[config.mk]
export PLATFORM = sky130hd
export DESIGN_NAME = cu_sequencer
export DESIGN_NICKNAME = d
export VERILOG_FILES = /design/src/rtl/cu_seq_pkg.sv /design/src/rtl/cu_instr_decoder.sv /design/src/rtl/cu_sequencer.sv
export SDC_FILE = /design/constraint.sdc
export NUM_CORES = 1
export LEC_CHECK = 0
export BUFFER_PORTS_ARGS = -buffer_cell sky130_fd_sc_hd__buf_2
export CAP_MARGIN = 20
export CELL_PAD_IN_SITES_DETAIL_PLACEMENT = 1
export CELL_PAD_IN_SITES_GLOBAL_PLACEMENT = 1
export CORE_ASPECT_RATIO = 0.9
export CORE_UTILIZATION = 36
export CTS_CLUSTER_DIAMETER = 40
export DETAILED_ROUTE_END_ITERATION = 10
export GPL_TIMING_DRIVEN = 0
export PLACE_DENSITY_LB_ADDON = 0.1
export SLEW_MARGIN = 20
export SYNTH_ARGS = -nofsm -noshare
export SYNTH_HDL_FRONTEND = slang
export SYNTH_HIERARCHICAL = 1
export SYNTH_SLANG_ARGS = --single-unit
export TNS_END_PERCENT = 30
[constraint.sdc]
create_clock -name clk -period 2.1 [get_ports clk]
set_input_delay 0.105 -clock clk [delete_from_list [all_inputs] [get_ports clk]]
set_output_delay 0.105 -clock clk [all_outputs]
set_load 0.01 [all_outputs]
[src/rtl/cu_seq_pkg.sv]
// Shared types and encodings for the cu_sequencer fetch/decode/execute controller.
// Used by cu_instr_decoder and cu_sequencer.
package cu_seq_pkg;

    typedef enum logic [2:0] {
        ST_RST   = 3'd0,
        ST_FETCH = 3'd1,
        ST_WAIT  = 3'd2,
        ST_EXEC  = 3'd3,
        ST_IDLE  = 3'd4,
        ST_HALT  = 3'd5
    } cu_state_e;

    typedef enum logic [2:0] {
        OPC_LDI,
        OPC_MOV,
        OPC_ALU,
        OPC_JMP,
        OPC_JNZ
    } opc_e;

    typedef enum logic [1:0] {
        JK_NONE,
        JK_JMP,
        JK_JNZ
    } jump_kind_e;

    // Destination codes carried in the instruction word.
    localparam logic [2:0] DST_X0   = 3'd0;
    localparam logic [2:0] DST_X1   = 3'd1;
    localparam logic [2:0] DST_Y0   = 3'd2;
    localparam logic [2:0] DST_Y1   = 3'd3;
    localparam logic [2:0] DST_OREG = 3'd4;
    localparam logic [2:0] DST_M    = 3'd5;
    localparam logic [2:0] DST_I    = 3'd6;
    localparam logic [2:0] DST_DM   = 3'd7;

    localparam logic [3:0] SRC_IMM  = 4'd8;
    localparam logic [3:0] SRC_PINS = 4'd9;

    localparam int EN_X0   = 0;
    localparam int EN_X1   = 1;
    localparam int EN_Y0   = 2;
    localparam int EN_Y1   = 3;
    localparam int EN_R    = 4;
    localparam int EN_M    = 5;
    localparam int EN_I    = 6;
    localparam int EN_DM   = 7;
    localparam int EN_OREG = 8;

    function automatic opc_e opc_class(input logic [7:0] ir);
        if (!ir[7])      return OPC_LDI;
        else if (!ir[6]) return OPC_MOV;
        else if (!ir[5]) return OPC_ALU;
        else if (!ir[4]) return OPC_JMP;
        else             return OPC_JNZ;
    endfunction

    // Destination code to write-enable bit; o_reg and dm sit above r in the enable vector.
    function automatic logic [8:0] dst_onehot(input logic [2:0] dst);
        logic [8:0] en;
        en = '0;
        case (dst)
            DST_X0:   en[EN_X0]   = 1'b1;
            DST_X1:   en[EN_X1]   = 1'b1;
            DST_Y0:   en[EN_Y0]   = 1'b1;
            DST_Y1:   en[EN_Y1]   = 1'b1;
            DST_OREG: en[EN_OREG] = 1'b1;
            DST_M:    en[EN_M]    = 1'b1;
            DST_I:    en[EN_I]    = 1'b1;
            DST_DM:   en[EN_DM]   = 1'b1;
        endcase
        return en;
    endfunction

endpackage

[src/rtl/cu_instr_decoder.sv]
// Combinational instruction decoder: ir -> data-bus source, raw write enables,
// operand selects and jump kind. Enables are gated with EXEC by the sequencer.
module cu_instr_decoder
    import cu_seq_pkg::*;
(
    input  logic [7:0]  ir,
    output logic [3:0]  source_sel,
    output logic [8:0]  reg_en_raw,
    output logic        x_sel,
    output logic        y_sel,
    output logic        i_sel,
    output logic [3:0]  nibble_ir,
    output jump_kind_e  jump_kind
);

    logic [2:0] w_mov_dst;
    logic [2:0] w_mov_src;

    assign w_mov_dst = ir[5:3];
    assign w_mov_src = ir[2:0];
    assign nibble_ir = ir[3:0];

    always_comb begin
        source_sel = '0;
        reg_en_raw = '0;
        x_sel      = 1'b0;
        y_sel      = 1'b0;
        i_sel      = 1'b0;
        jump_kind  = JK_NONE;
        unique case (opc_class(ir))
            OPC_LDI: begin
                source_sel = SRC_IMM;
                reg_en_raw = dst_onehot(ir[6:4]);
            end
            OPC_MOV: begin
                reg_en_raw = dst_onehot(w_mov_dst);
                source_sel = {1'b0, w_mov_src};
                // A self-move has no use as a copy, so it is repurposed.
                if (w_mov_src == w_mov_dst) begin
                    if (w_mov_dst == DST_I) i_sel = 1'b1;
                    else                    source_sel = SRC_PINS;
                end
            end
            OPC_ALU: begin
                reg_en_raw[EN_R] = 1'b1;
                x_sel            = ir[4];
                y_sel            = ir[3];
            end
            OPC_JMP: jump_kind = JK_JMP;
            OPC_JNZ: jump_kind = JK_JNZ;
            default: ;
        endcase
    end

endmodule

[src/rtl/cu_sequencer.sv]
// Fetch/decode/execute controller for the 4-bit computational unit.
// Optional single-step mode: define CU_SEQ_SINGLE_STEP_EN.
module cu_sequencer
    import cu_seq_pkg::*;
#(
    parameter int ROM_LAT = 2
) (
    input  logic        clk,
    input  logic        reset_n,
    output logic [7:0]  pm_addr,
    input  logic [7:0]  pm_data,
    input  logic        r_eq_0,
    output logic        cu_sync_reset,
    output logic [3:0]  nibble_ir,
    output logic [3:0]  source_sel,
    output logic [8:0]  reg_en,
    output logic        x_sel,
    output logic        y_sel,
    output logic        i_sel,
    output logic [7:0]  pc,
    output logic [7:0]  ir,
    output logic        halted,
`ifdef CU_SEQ_SINGLE_STEP_EN
    input  logic        step_req,
    output logic        step_idle,
`endif
    output logic [2:0]  dbg_state
);

`ifdef CU_SEQ_SINGLE_STEP_EN
    localparam cu_state_e ST_NEXT_INSTR = ST_IDLE;
`else
    localparam cu_state_e ST_NEXT_INSTR = ST_FETCH;
`endif

    cu_state_e  r_state;
    cu_state_e  w_next_state;
    logic [7:0] r_pc;
    logic [7:0] r_ir;
    logic [1:0] r_wait_cnt;
    logic       r_halted;

    logic [8:0] w_reg_en_raw;
    jump_kind_e w_jump_kind;
    logic       w_jump_taken;
    logic [7:0] w_jump_target;
    logic       w_halt_hit;

    cu_instr_decoder u_dec (
        .ir         (r_ir),
        .source_sel (source_sel),
        .reg_en_raw (w_reg_en_raw),
        .x_sel      (x_sel),
        .y_sel      (y_sel),
        .i_sel      (i_sel),
        .nibble_ir  (nibble_ir),
        .jump_kind  (w_jump_kind)
    );

    assign w_jump_target = {r_pc[7:4], r_ir[3:0]};
    assign w_jump_taken  = (w_jump_kind == JK_JMP) || ((w_jump_kind == JK_JNZ) && !r_eq_0);
    assign w_halt_hit    = w_jump_taken && (w_jump_target == r_pc);

    always_ff @(posedge clk or negedge reset_n) begin
        if (!reset_n) r_state <= ST_RST;
        else          r_state <= w_next_state;
    end

    always_comb begin
        w_next_state = r_state;
        case (r_state)
            ST_RST:   w_next_state = ST_NEXT_INSTR;
            ST_IDLE: begin
`ifdef CU_SEQ_SINGLE_STEP_EN
                if (step_req) w_next_state = ST_FETCH;
`else
                w_next_state = ST_FETCH;
`endif
            end
            ST_FETCH: w_next_state = (ROM_LAT == 1) ? ST_EXEC : ST_WAIT;
            ST_WAIT:  if (r_wait_cnt == 2'd1) w_next_state = ST_EXEC;
            ST_EXEC:  w_next_state = w_halt_hit ? ST_HALT : ST_NEXT_INSTR;
            ST_HALT:  w_next_state = ST_HALT;
            default:  w_next_state = ST_RST;
        endcase
    end

    always_ff @(posedge clk or negedge reset_n) begin
        if (!reset_n) begin
            r_pc       <= '0;
            r_ir       <= '0;
            r_wait_cnt <= '0;
            r_halted   <= 1'b0;
        end else begin
            case (r_state)
                ST_FETCH: begin
                    if (ROM_LAT == 1) r_ir       <= pm_data;
                    else              r_wait_cnt <= 2'(ROM_LAT - 1);
                end
                ST_WAIT: begin
                    r_wait_cnt <= r_wait_cnt - 2'd1;
                    if (r_wait_cnt == 2'd1) r_ir <= pm_data;
                end
                ST_EXEC: begin
                    r_pc <= w_jump_taken ? w_jump_target : r_pc + 8'd1;
                    if (w_halt_hit) r_halted <= 1'b1;
                end
                default: ;
            endcase
        end
    end

    assign pm_addr       = r_pc;
    assign pc            = r_pc;
    assign ir            = r_ir;
    assign halted        = r_halted;
    assign cu_sync_reset = (r_state == ST_RST);
    assign reg_en        = (r_state == ST_EXEC) ? w_reg_en_raw : 9'd0;
    assign dbg_state     = r_state;
`ifdef CU_SEQ_SINGLE_STEP_EN
    assign step_idle     = (r_state == ST_IDLE);
`endif

endmodule

## Yosys cells after proc, flatten, opt, wreduce, memory -nomap -nowiden

Cells that the tools add are included.
W data, S select, Z words.

- Register bits after elaboration: 22
- Input port bits: 11

- $add $sub $neg: 2
- Equal/unequal tests: 29
- Multiplexer cells: 37
- Bitwise gates (word level): 1
- Reductions and logical operators: 13

Operators with widths:

| operator | count |
|---|---|
| $eq A3 B3 Y1 const B | 11 |
| $eq A3 B2 Y1 const B | 8 |
| $pmux W4 S2 | 3 |
| $mux W1 | 21 |
| $mux W3 | 6 |
| $pmux W3 S5 | 1 |
| $eq A3 B1 Y1 const B | 4 |
| $logic_not A3 Y1 | 4 |
| $mux W4 | 3 |
| $mux W9 | 1 |
| $add A8 B1 Y8 const B | 1 |
| $pmux W2 S2 | 2 |
| $reduce_and A2 Y1 | 3 |
| $eq A2 B1 Y1 const B | 2 |
| $eq A4 B4 Y1 | 1 |
| $eq A3 B3 Y1 | 1 |
| $eq A2 B2 Y1 const B | 1 |
| $logic_and A1 B1 Y1 | 2 |
| $ne A2 B2 Y1 const B | 1 |
| $reduce_bool A2 Y1 | 1 |
| $reduce_or A2 Y1 | 1 |
| $sub A2 B1 Y2 const B | 1 |
| $logic_not A1 Y1 | 1 |
| $logic_or A1 B1 Y1 | 1 |
| $not A1 Y1 | 1 |

## Depth between registers and ports, before layout

Gate-level depths: netlist (run 1).

- Word-level depth: 12
- Mapped depth: 7
- Depth with buffers taken out: 6

## Hierarchy

Netlist (run 1), hierarchy kept.

By module, submodules not included:

| module | times used | cells each | area an instance (um^2) | seq. area each (um^2) |
|---|---|---|---|---|
| cu_sequencer | 1 | 111 | 1242.4 | 550.5 |
| cu_instr_decoder | 1 | 52 | 359.1 | 0.0 |

## Worst setup path before layout (run 1)

No wires, ideal clock.

- Kind: reg2reg
- Start point: register r_ir[4], in the netlist ir[4]
- End point: register r_pc[2], in the netlist pc[2]
- Library setup time: 0.131 ns
- Data arrival time: 1.669 ns
- Setup slack: 0.300 ns
- Stages on the path, launching flop included: 8
- Buffers on the path: 1
- Clock period less this slack: 1.800 ns
- Cell sequence: dfrtp_1 -> buf_2 -> nor2b_1 -> nor2b_1 -> or2b_2 -> nand2_2 -> mux2i_1 -> a22oi_1

- Word-level cells in the longest chain between the ends: 10
- Elaborated cells between the ends (all ways): 12

Ends and longest elaborated chain:

| what | RTL line | RTL |
|---|---|---|
| from (decl) | cu_sequencer.sv:39 | `logic [7:0] r_ir;` |
| from (signal assigned) | cu_sequencer.sv:97 | `if (ROM_LAT == 1) r_ir <= pm_data;` |
| from (signal assigned) | cu_sequencer.sv:102 | `if (r_wait_cnt == 2'd1) r_ir <= pm_data;` |
| $mux W3 (*) | cu_seq_pkg.sv:55 | `else if (!ir[4]) return OPC_JMP;` |
| $mux W3 (*) | cu_seq_pkg.sv:54 | `else if (!ir[5]) return OPC_ALU;` |
| $mux W3 (*) | cu_seq_pkg.sv:53 | `else if (!ir[6]) return OPC_MOV;` |
| $mux W3 (*) | cu_seq_pkg.sv:52 | `if (!ir[7]) return OPC_LDI;` |
| $eq A3 B3 Y1 or $eq A3 B2 Y1 (tied branches) | cu_instr_decoder.sv:30 | `unique case (opc_class(ir))` |
| $pmux W2 S2 (*) | cu_instr_decoder.sv:30 |  |
| named net w_jump_kind[0] | cu_sequencer.sv:44 | `jump_kind_e w_jump_kind;` |
| $eq A2 B2 Y1 | cu_sequencer.sv:61 | `assign w_jump_taken = (w_jump_kind == JK_JMP) \|\| ((w_jump_kind == JK_JNZ) && !r_eq_0);` |
| $logic_and A1 B1 Y1 | cu_sequencer.sv:61 |  |
| $logic_or A1 B1 Y1 (*) | cu_sequencer.sv:61 |  |
| $mux W4 (*) | cu_sequencer.sv:105 | `r_pc <= w_jump_taken ? w_jump_target : r_pc + 8'd1;` |
| to (signal assigned) | cu_sequencer.sv:105 |  |
| to (decl) | cu_sequencer.sv:38 | `logic [7:0] r_pc;` |

Mark *: on every way through the listed nets, which the timed path passes. The rest lies on a longest branch.
A chain may end at the register's enable or synchronous reset.

## Final worst setup path (run 1)

- Start point: register r_ir[3], in the netlist ir[3]
- End point: output reg_en[8]

- Word-level cells in the longest chain between the ends: 4

Ends and longest elaborated chain:

| what | RTL line | RTL |
|---|---|---|
| $eq A3 B3 Y1 | cu_seq_pkg.sv:63 | `case (dst)` |
| $mux W1 | cu_seq_pkg.sv:63 |  |
| $pmux W4 S2 | cu_instr_decoder.sv:30 |  |
| named net w_reg_en_raw[8] | cu_sequencer.sv:43 | `logic [8:0] w_reg_en_raw;` |
| $mux W9 | cu_sequencer.sv:118 | `assign reg_en = (r_state == ST_EXEC) ? w_reg_en_raw : 9'd0;` |
| to (decl) | cu_sequencer.sv:16 | `output logic [8:0] reg_en,` |

The timed path passes the listed nets, and every way through them passes these cells.

==> results.toml, run 1 <==
[clock_network]
clockBufferDepth = 2
cts.sinks = 22
root_buffer = "clkbuf_8"
cts_buffers = 3
htreeDepth = 1
tritoncts = "done"
postCtsSetupRepairBufs = 0
clkTransAtPathRegs_ns = 0.08
insertion_delay_ns = 0.27

[cells_and_area]
fin_nets = 241
multiInputGateArea_sq_um = 877
finish.utilization = 0.494
n_fill_cell = 500
antenna_cells = 0
syn2layout_area_growth_pct = 29.0
seq_area_sq_um = 551
final_layout_size_suffix_gt1_frac = 0.463

[synth]
synth_cell_types = 49
async_reset_ff_frac = 1.00
synth_flop_cell = "dfrtp_1"
synth.avg_cell_area_sq_um = 9.83
syn_inst = 163
synth_nets = 176
synth-seq-area-share = 0.344
syn_area_sq_um = 1600
synth_edf_count = 0
ys_ff_latch = 22
yosysWarnings = 6

[die]
die_height_microns = 65.3
core-area_sq_um = 4180
die_area_sq_um = 4720
rows = 22
io_pins = 60
start_util = 0.383
die_w_microns = 72.3

[setup_path]
arrival_ns = 1.82
cp_max_fo = 8
r2r_setup_slack_ns = 0.18
cp_top_family = "simple AND/OR/NAND/NOR gates"
worst_ep_required_time_ns = 2.00
critical_path_buf_inv_count = 2
crit_type = "register to primary output"
crit_chain = "buf_6, nor3b_1, a21oi_1, nor2_1, and3_1, buf_2"
end_kind = "primary output"
start_kind = "register"
critPathLaunch = "ir[3]"
worst_path_max_delay_cell = "dfrtp_1"
r2r-start = "ir[5]"
cp_slowest_stage_delay_ns = 0.47

[drt]
drc = 0
ant_nets = 0
wire_per_inst_microns = 14.8
via_per_inst = 4.91
wl_microns = 4240
drt_iter0_markers = 42
vias = 1409
drtPass1Iterations = 4

[grt]
grt.total_usage = 0.192
grt_max_degree = 23
antenna_found_initial = 0
grt_pass1_vias = 1422
grt_pass1_wl_microns = 7090
overflow = 0

[sta]
rsz0062_at_grt = "no"
max_freq_ghz = 0.520
timing.slew.headroom = 0.640
worst_pin_slew_ns = 0.541
fin_setup_tns_ns = 0
skew_ns = 0.00785
hold_viol_final = 0
hold_slack_ns = 0.0665
final_max_slew_viol_count = 0
min_period_ns = 1.92
setup_viol = 0
min_period_over_period = 0.915

[min_path]
min_from = "pm_data[1]"
hold_class = "input port to register"

[placement]
place_congestion = 0.814
hpwl_microns = 3170
portBuffers = 59

[power]
peakVddDrop_uv = 643
power.density_nw_per_um2 = 1680
total_power_mw = 3.48
leakage_nw = 1.08

[job]
max_cap_violations = 0

[status]
status = "finished, final reports clean"
-- layout by cell type (no fill, tap or decap), types with 2 or more instances in the layout --
cell type and n:
buf_6 3, xor2_1 4, buf_4 14, and3_1 13
mux2i_1 3, o22ai_1 2, dfrtp_1 22, buf_2 61
xnor2_2 2, nor2_1 11, mux2_4 8, nand3_1 3
nand2_1 11, nand4_1 2, nor3_1 2, nor2b_2 2
a22oi_1 2, clkbuf_8 3, inv_1 6, mux2_2 2
clkbuf_1 2, nor2b_1 2, xnor2_1 6, ha_1 2
and2_1 2, nor3b_1 4, o21ai_0 2, a21oi_1 5
-- cell type report --
cell class                      count  share of cell area
Inverter                            6              0.0109
Multi-Input combinational cell    113               0.425
Clock inverter                      1              0.0145
Tap cell                           60              0.0363
Buffer                             22              0.0793
Timing Repair Buffer               60               0.148
Clock buffer                        3              0.0200
Sequential cell                    22               0.267
-- sequential cells by signal, indices dropped and copies added (netlist names) --
register and flops:
ir 8, dbg_state 3, pc 8, r_wait_cnt 2
halted 1
-- per-stage QoR --
step / cells / instance area, sq um / worst slack (ns)
after CTS: 287 / 2050 / 0.0611
after detailed placement: 282 / 1970 / 0.0735
final: 287 / 2070 / 0.179
after global placement: 282 / 1970 / 0.178
after global routing: 287 / 2070 / 0.0387
after floorplan: 163 / 1600 / 0.300
-- cells in the mapped netlist (3+ instances only) --
library cell | number | area (sq um)
and3_1 | 13 | 81.3
buf_6 | 3 | 33.8
buf_4 | 14 | 105
a21oi_1 | 5 | 25.0
xnor2_1 | 6 | 52.6
mux2i_1 | 3 | 30.0
dfrtp_1 | 22 | 551
mux2_4 | 8 | 120
nor3b_1 | 4 | 30.0
nor2_1 | 11 | 41.3
nor2b_1 | 4 | 25.0
buf_2 | 3 | 15.0
inv_1 | 6 | 22.5
xor2_1 | 4 | 35.0
nand2_1 | 11 | 41.3
nand3_1 | 3 | 15.0
-- path summary, 6_finish.rpt --
kind                             end  cells after the start
hold reg to reg               halted                      1
hold / removal                 ir[1]                      2
min in group asynchronous      pc[5]                      2
max in group asynchronous      pc[3]                      2
setup / recovery           reg_en[8]                      6
setup reg to reg               pc[2]                      7
-- what timing repair did --
| action | 4_1_cts | 5_1_grt |
|---|---|---|
| endpoints found under the hold margin | 22 | 0 |
| hold buffers | 1 | 0 |
| setup endpoints to repair | 0 | 5 |
| resized for setup | 0 | 4 |
-- per-layer routing --
metal  GRT usage  part of all wire  vias up
li1            -                 -      684
met1       0.248              0.47      681
met2       0.329              0.48       40
met3      0.0414             0.045        4
met4      0.0368            0.0061        0
met5           0                 0        -
-- kinds of logic after synthesis --
family	share of synthesized area
simple gates	0.245
buf+inv	0.115
compound gates	0.0984
flops	0.344
mux	0.108
xor+xnor	0.0750
fa+ha+maj	0.0156
-- worst register-to-register path: cells and delay by family, from the launching register on --
family | cells | cell delay [ns]
mux | 1 | 0.21
flops | 1 | 0.44
buf+inv | 1 | 0.17
compound gates | 1 | 0.11
simple gates | 4 | 0.87
-- where the power goes --
part | internal, mW | switching [mW] | leakage, nW
sequential | 0.607 | 0.295 | 0.269
combinational | 1.10 | 1.07 | 0.779
clock | 0.255 | 0.152 | 0.0357
(Power assumes the default switching activity.)
==> run 2: changes to the inputs <==
--- a/config.mk
+++ b/config.mk
@@ -14,7 +14,7 @@
 export CTS_CLUSTER_DIAMETER = 40
 export DETAILED_ROUTE_END_ITERATION = 10
 export GPL_TIMING_DRIVEN = 0
-export PLACE_DENSITY_LB_ADDON = 0.1
+export PLACE_DENSITY = 0.76
 export SLEW_MARGIN = 20
 export SYNTH_ARGS = -nofsm -noshare
 export SYNTH_HDL_FRONTEND = slang
==> run 2 against run 1 <==
Combinational power about the same. Register-to-register slack got worse by 0.03 ns. Design area decreased by 1.0%. Routed wire length decreased by 3.9%. Highest routed layer unchanged. Setup slack got worse by 0.027 ns.
==> results.toml, run 2 (synthesized netlist as in run 1, its figures left out) <==
[grt]
grt_max_degree = 23
grt_pass1_wl_microns = 6910
grtUsageMet3 = 0.0460
use_met2 = 0.287
antenna_found_initial = 0
met1_usage = 0.268
busiest_layer = "met2"
grt_pass1_vias = 1395
overflow = 0
grt.total_usage = 0.186

[cells_and_area]
final_layout_size_suffix_gt1_frac = 0.463
layout_common_cells = "buf_2, dfrtp_1, buf_4, and3_1"
fin_nets = 241
antenna_cells = 0
syn2layout_area_growth_pct = 27.7
layout_commonest_cell = "buf_2"
design_area_sq_um = 2040

[power]
power.density_nw_per_um2 = 1650
p_clk_frac = 0.092
seqPwrFrac = 0.265
total_power_mw = 3.37
leakage_nw = 1.08
swShare = 0.443
cell_internal_pwr_mw = 1.88
p_comb_frac = 0.643
net-switching-power_mw = 1.49
peakVddDrop_uv = 600

[sta]
worst_pin_slew_ns = 0.519
timing.slew.headroom = 0.654
rsz0062_at_grt = "no"
setup_viol = 0
skew_ns = 0.00347
max_freq_ghz = 0.513
final_max_slew_viol_count = 0
hold_viol_final = 0
min_period_over_period = 0.928
min_period_ns = 1.95
fin_setup_tns_ns = 0

[die]
die_w_microns = 72.3
die_area_sq_um = 4720
die_height_microns = 65.3
core-area_sq_um = 4180
io_pins = 60
start_util = 0.383
rows = 22

[drt]
wire_per_inst_microns = 14.2
wl_microns = 4080
vias = 1402
drtPass1Iterations = 4
via_per_inst = 4.89
ant_nets = 0
drt_iter0_markers = 36
drc = 0

[clock_network]
cts_buffers = 3
clockBufferDepth = 2
cts.sinks = 22
insertion_delay_ns = 0.27
root_buffer = "clkbuf_8"
clkTransAtPathRegs_ns = 0.08
htreeDepth = 1
tritoncts = "done"

[setup_path]
start_kind = "register"
crit_type = "register to register"
worst_ep_required_time_ns = 2.25
arrival_ns = 2.10
cp_max_fo = 10
end_kind = "register"

[placement]
hpwl_microns = 3150
portBuffers = 59
dpl_cell_area_sq_um = 1970
place_congestion = 0.795

[min_path]
hold_class = "input port to register"

[job]
max_cap_violations = 0

[status]
status = "finished, final reports clean"
-- run 2: path summary, 6_finish.rpt --
check                      slack, ns      to  cells after the start  startpoint
max                             0.15   pc[3]                      7       ir[4]
min                             0.07   ir[5]                      2  pm_data[5]
max reg2reg                     0.15   pc[3]                      7       ir[4]
min reg2reg                     0.47  halted                      1      halted
max in group asynchronous       1.41   pc[7]                      2     reset_n
min in group asynchronous       0.34   pc[3]                      2     reset_n
-- run 2: metal layers --
layer,up-vias,wire [microns]
li1,682,-
met1,680,1980
met2,38,1880
met3,2,211
met4,0,4
met5,-,0
-- run 2: through the flow --
step | cells | utilization | hold slack (ns) | setup slack (ns)
floorplan | 163 | - | -0.191 | 0.300
finish | 287 | 0.489 | 0.0656 | 0.152
detailed placement | 282 | 0.471 | 0.113 | 0.113
CTS | 287 | 0.487 | 0.0554 | 0.0945
global route | 287 | 0.489 | 0.0578 | 0.00553
global placement | 282 | 0.471 | 0.103 | 0.149
-- run 2: timing repair --
action / 4_1_cts / 5_1_grt
setup buffers: 0 / 0
hold buffers: 1 / 0
endpoints found under the hold margin: 22 / 0
gates resized for setup: 0 / 2
setup endpoints to repair: 0 / 5
-- run 2: layout make-up --
| class | instances | area [sq um] |
|---|---|---|
| plain buffers | 22 | 161 |
| clock buffers | 4 | 55.1 |
| fillers | 523 | 2140 |
| inverters | 6 | 22.5 |
| multi-input cells | 113 | 875 |
| flip-flops and latches | 22 | 551 |
| well taps | 60 | 75.1 |
| repair buffers | 60 | 305 |
-- run 2: power by group through the flow --
| stage | Clock [mW] | Combinational, mW | Sequential, mW |
|---|---|---|---|
| final | 0.310 | 2.17 | 0.891 |
| after global routing | 0.336 | 2.38 | 0.937 |
| after CTS | 0.326 | 2.17 | 0.900 |
| after detailed placement | 0 | 2.16 | 0.908 |
| after global placement | 0 | 2.11 | 0.904 |
| after floorplan | 0 | 1.48 | 0.921 |
-- run 2: worst max-delay path, stage by stage, from the launching register on --
cell	delay, ns
dfrtp_1	0.44
buf_2	0.21
nor2b_2	0.17
nor2b_1	0.18
or2b_2	0.34
nand2_2	0.18
mux2i_1	0.21
o22ai_1	0.11
==> run 3: changes to the inputs <==
--- a/config.mk
+++ b/config.mk
@@ -5,19 +5,20 @@
 export SDC_FILE = /design/constraint.sdc
 export NUM_CORES = 1
 export LEC_CHECK = 0
+export ABC_CLOCK_PERIOD_IN_PS = 2100
 export BUFFER_PORTS_ARGS = -buffer_cell sky130_fd_sc_hd__buf_2
 export CAP_MARGIN = 20
 export CELL_PAD_IN_SITES_DETAIL_PLACEMENT = 1
 export CELL_PAD_IN_SITES_GLOBAL_PLACEMENT = 1
 export CORE_ASPECT_RATIO = 0.9
-export CORE_UTILIZATION = 36
+export CORE_UTILIZATION = 35
 export CTS_CLUSTER_DIAMETER = 40
 export DETAILED_ROUTE_END_ITERATION = 10
+export GPL_ROUTABILITY_DRIVEN = 1
 export GPL_TIMING_DRIVEN = 0
 export PLACE_DENSITY = 0.76
 export SLEW_MARGIN = 20
 export SYNTH_ARGS = -nofsm -noshare
 export SYNTH_HDL_FRONTEND = slang
-export SYNTH_HIERARCHICAL = 1
 export SYNTH_SLANG_ARGS = --single-unit
 export TNS_END_PERCENT = 30
==> run 3 against run 2 <==
Non-clock buffer count unchanged. Largest cell class unchanged. Via count down 2.2%. Fmax down 0.16%.
==> results.toml, run 3 <==
[status]
status = "finished, final reports clean"

[drt]
vias = 1371
ant_nets = 0
wl_microns = 3870
met1_length_microns = 2010
via_per_inst = 5.10
drtPass1Iterations = 4
wire_per_inst_microns = 14.4
drc = 0
drt_iter0_markers = 89
routed-wl-met2_microns = 1660
top_layer = "met4"
dr_wl_met3_microns = 185

[power]
peakVddDrop_uv = 837
cell_internal_pwr_mw = 1.59
net-switching-power_mw = 1.39
p_comb_frac = 0.608
seqPwrFrac = 0.290
total_power_mw = 2.99
swShare = 0.466
p_clk_frac = 0.103
leakage_nw = 0.958
power.density_nw_per_um2 = 1580

[synth]
async_reset_ff_frac = 1.00
netlist_top_cells_area = "dfrtp_1, buf_4, xor2_1, a21oi_1, mux2_2"
synth_nets = 171
yosysTopAreaCell = "dfrtp_1"
yosys-top-cells-count = "dfrtp_1, buf_4, nand2_1"
syn_area_sq_um = 1480
yosysWarnings = 0
synth.avg_cell_area_sq_um = 9.34
synth_top_area_share = 0.373
synth_cell_types = 45
ys_ff_latch = 22
synth_edf_count = 0
synth_flop_cell = "dfrtp_1"
synth-seq-area-share = 0.373
yosysMostFrequentCell = "dfrtp_1"
syn_inst = 158

[sta]
max_freq_ghz = 0.512
min_period_over_period = 0.929
setup_ws_ns = 0.149
hold_slack_ns = 0.0428
fin_setup_tns_ns = 0
worst_pin_slew_ns = 0.506
hold_viol_final = 0
min_period_ns = 1.95
skew_ns = 0.00176
timing.slew.headroom = 0.663
final_max_slew_viol_count = 0
rsz0062_at_grt = "no"
setup_viol = 0

[placement]
portBuffers = 59
hpwl_microns = 2930
pre_cts_slack_ns = 0.457
place_congestion = 0.764

[clock_network]
cts_buffers = 3
insertion_delay_ns = 0.26
post_cts_resized = 0
htreeDepth = 1
root_buffer = "clkbuf_8"
clkTransAtPathRegs_ns = 0.08
tritoncts = "done"
postCtsSetupRepairBufs = 0
cts.sinks = 22
clockBufferDepth = 2

[cells_and_area]
layout_commonest_cell = "buf_2"
n_fill_cell = 499
syn2layout_area_growth_pct = 28.2
antenna_cells = 0
fin_nets = 235
layout_common_cells = "buf_2, dfrtp_1, buf_4, nand2_1"
final_layout_size_suffix_gt1_frac = 0.407

[setup_path]
crit_chain = "clkbuf_1, nand2_1, mux2_2, nor4_1, buf_2"
arrival_ns = 1.85
cp_max_fo = 10
crit_type = "register to primary output"
cp_top_family = "buffers and inverters"
end_kind = "primary output"
worst_ep_required_time_ns = 2.00
start_kind = "register"
worst_path_max_delay_cell = "clkbuf_1"
cp_slowest_stage_delay_ns = 0.38
critical_path_buf_inv_count = 2

[grt]
antenna_found_initial = 0
grt_pass1_vias = 1256
overflow = 0
grt.total_usage = 0.182
grt_pass1_wl_microns = 6530
grt_max_degree = 23

[min_path]
hold_class = "input port to register"

[die]
die_height_microns = 63.6
core-area_sq_um = 4050
rows = 22
start_util = 0.365
io_pins = 60
die_w_microns = 70.4
die_area_sq_um = 4480

[job]
max_cap_violations = 0
run 3: changes by cell type after synthesis, sizes merged, moves of 4 or more:
cell    change
and3        -8
xnor2       -6
a21oi       +5
xor2        +5
clkbuf      +4
nor4        +4
run 3: final cells by class:
type / instances / area (sq um) / share of cell area
inverter: 4 / 15.0 / 0.00794
timing repair buffer: 60 / 305 / 0.161
tap: 48 / 60.1 / 0.0317
multi-input combinational: 109 / 758 / 0.401
sequential: 22 / 551 / 0.291
buffer: 22 / 148 / 0.0780
clock buffer: 4 / 55.1 / 0.0291
run 3: logic make-up after synthesis:
family                     after synthesis  synth area share
adders and majority gates                2            0.0170
and+or+nand+nor                         56             0.230
buffers and inverters                   27             0.113
AOI/OAI and AO/OA                       30             0.128
muxes                                   10            0.0738
DFF                                     22             0.373
xor gates and xnor gates                11            0.0653
run 3: power groups by stage:
stage | Sequential (mW) | Combinational (mW) | Clock (mW)
after global placement | 0.848 | 1.81 | 0
final | 0.866 | 1.82 | 0.306
after global routing | 0.909 | 2.01 | 0.331
after floorplan | 0.866 | 1.22 | 0
after detailed placement | 0.851 | 1.86 | 0
after CTS | 0.843 | 1.87 | 0.321
run 3: metrics by stage:
| step | cell area, sq um | util | cells |
|---|---|---|---|
| after floorplan | 1480 | - | 158 |
| after global placement | 1830 | 0.452 | 265 |
| after detailed placement | 1830 | 0.452 | 265 |
| after CTS | 1900 | 0.468 | 270 |
| after global routing | 1890 | 0.468 | 269 |
| final | 1890 | 0.468 | 269 |
run 3: final timing paths:
path	startpoint	to	slack, ns	depth (start not counted)
worst max register to register	ir[7]	pc[3]	0.49	5
worst max-delay path	ir[3]	reg_en[1]	0.15	5
max in group asynchronous	reset_n	ir[0]	1.42	2
worst min register to register	pc[7]	pc[7]	0.50	1
min in group asynchronous	reset_n	pc[7]	0.34	2
worst min-delay path	pm_data[3]	ir[3]	0.04	3
run 3: tightest hold or removal path, stage by stage:
cell	delay [ns]
buf_2	0.08
nand2_1	0.03
o21ai_0	0.06
run 3: repair_timing:
item | in CTS | in global routing
hold buffers | 1 | 0
endpoints found under the setup margin | 0 | 2
endpoints found under the hold margin | 22 | 0
run 3: per-layer routing:
metal	vias to the layer above	global-route usage
li1	674	-
met1	655	0.284
met2	39	0.263
met3	3	0.0352
met4	0	0.0225
met5	-	0
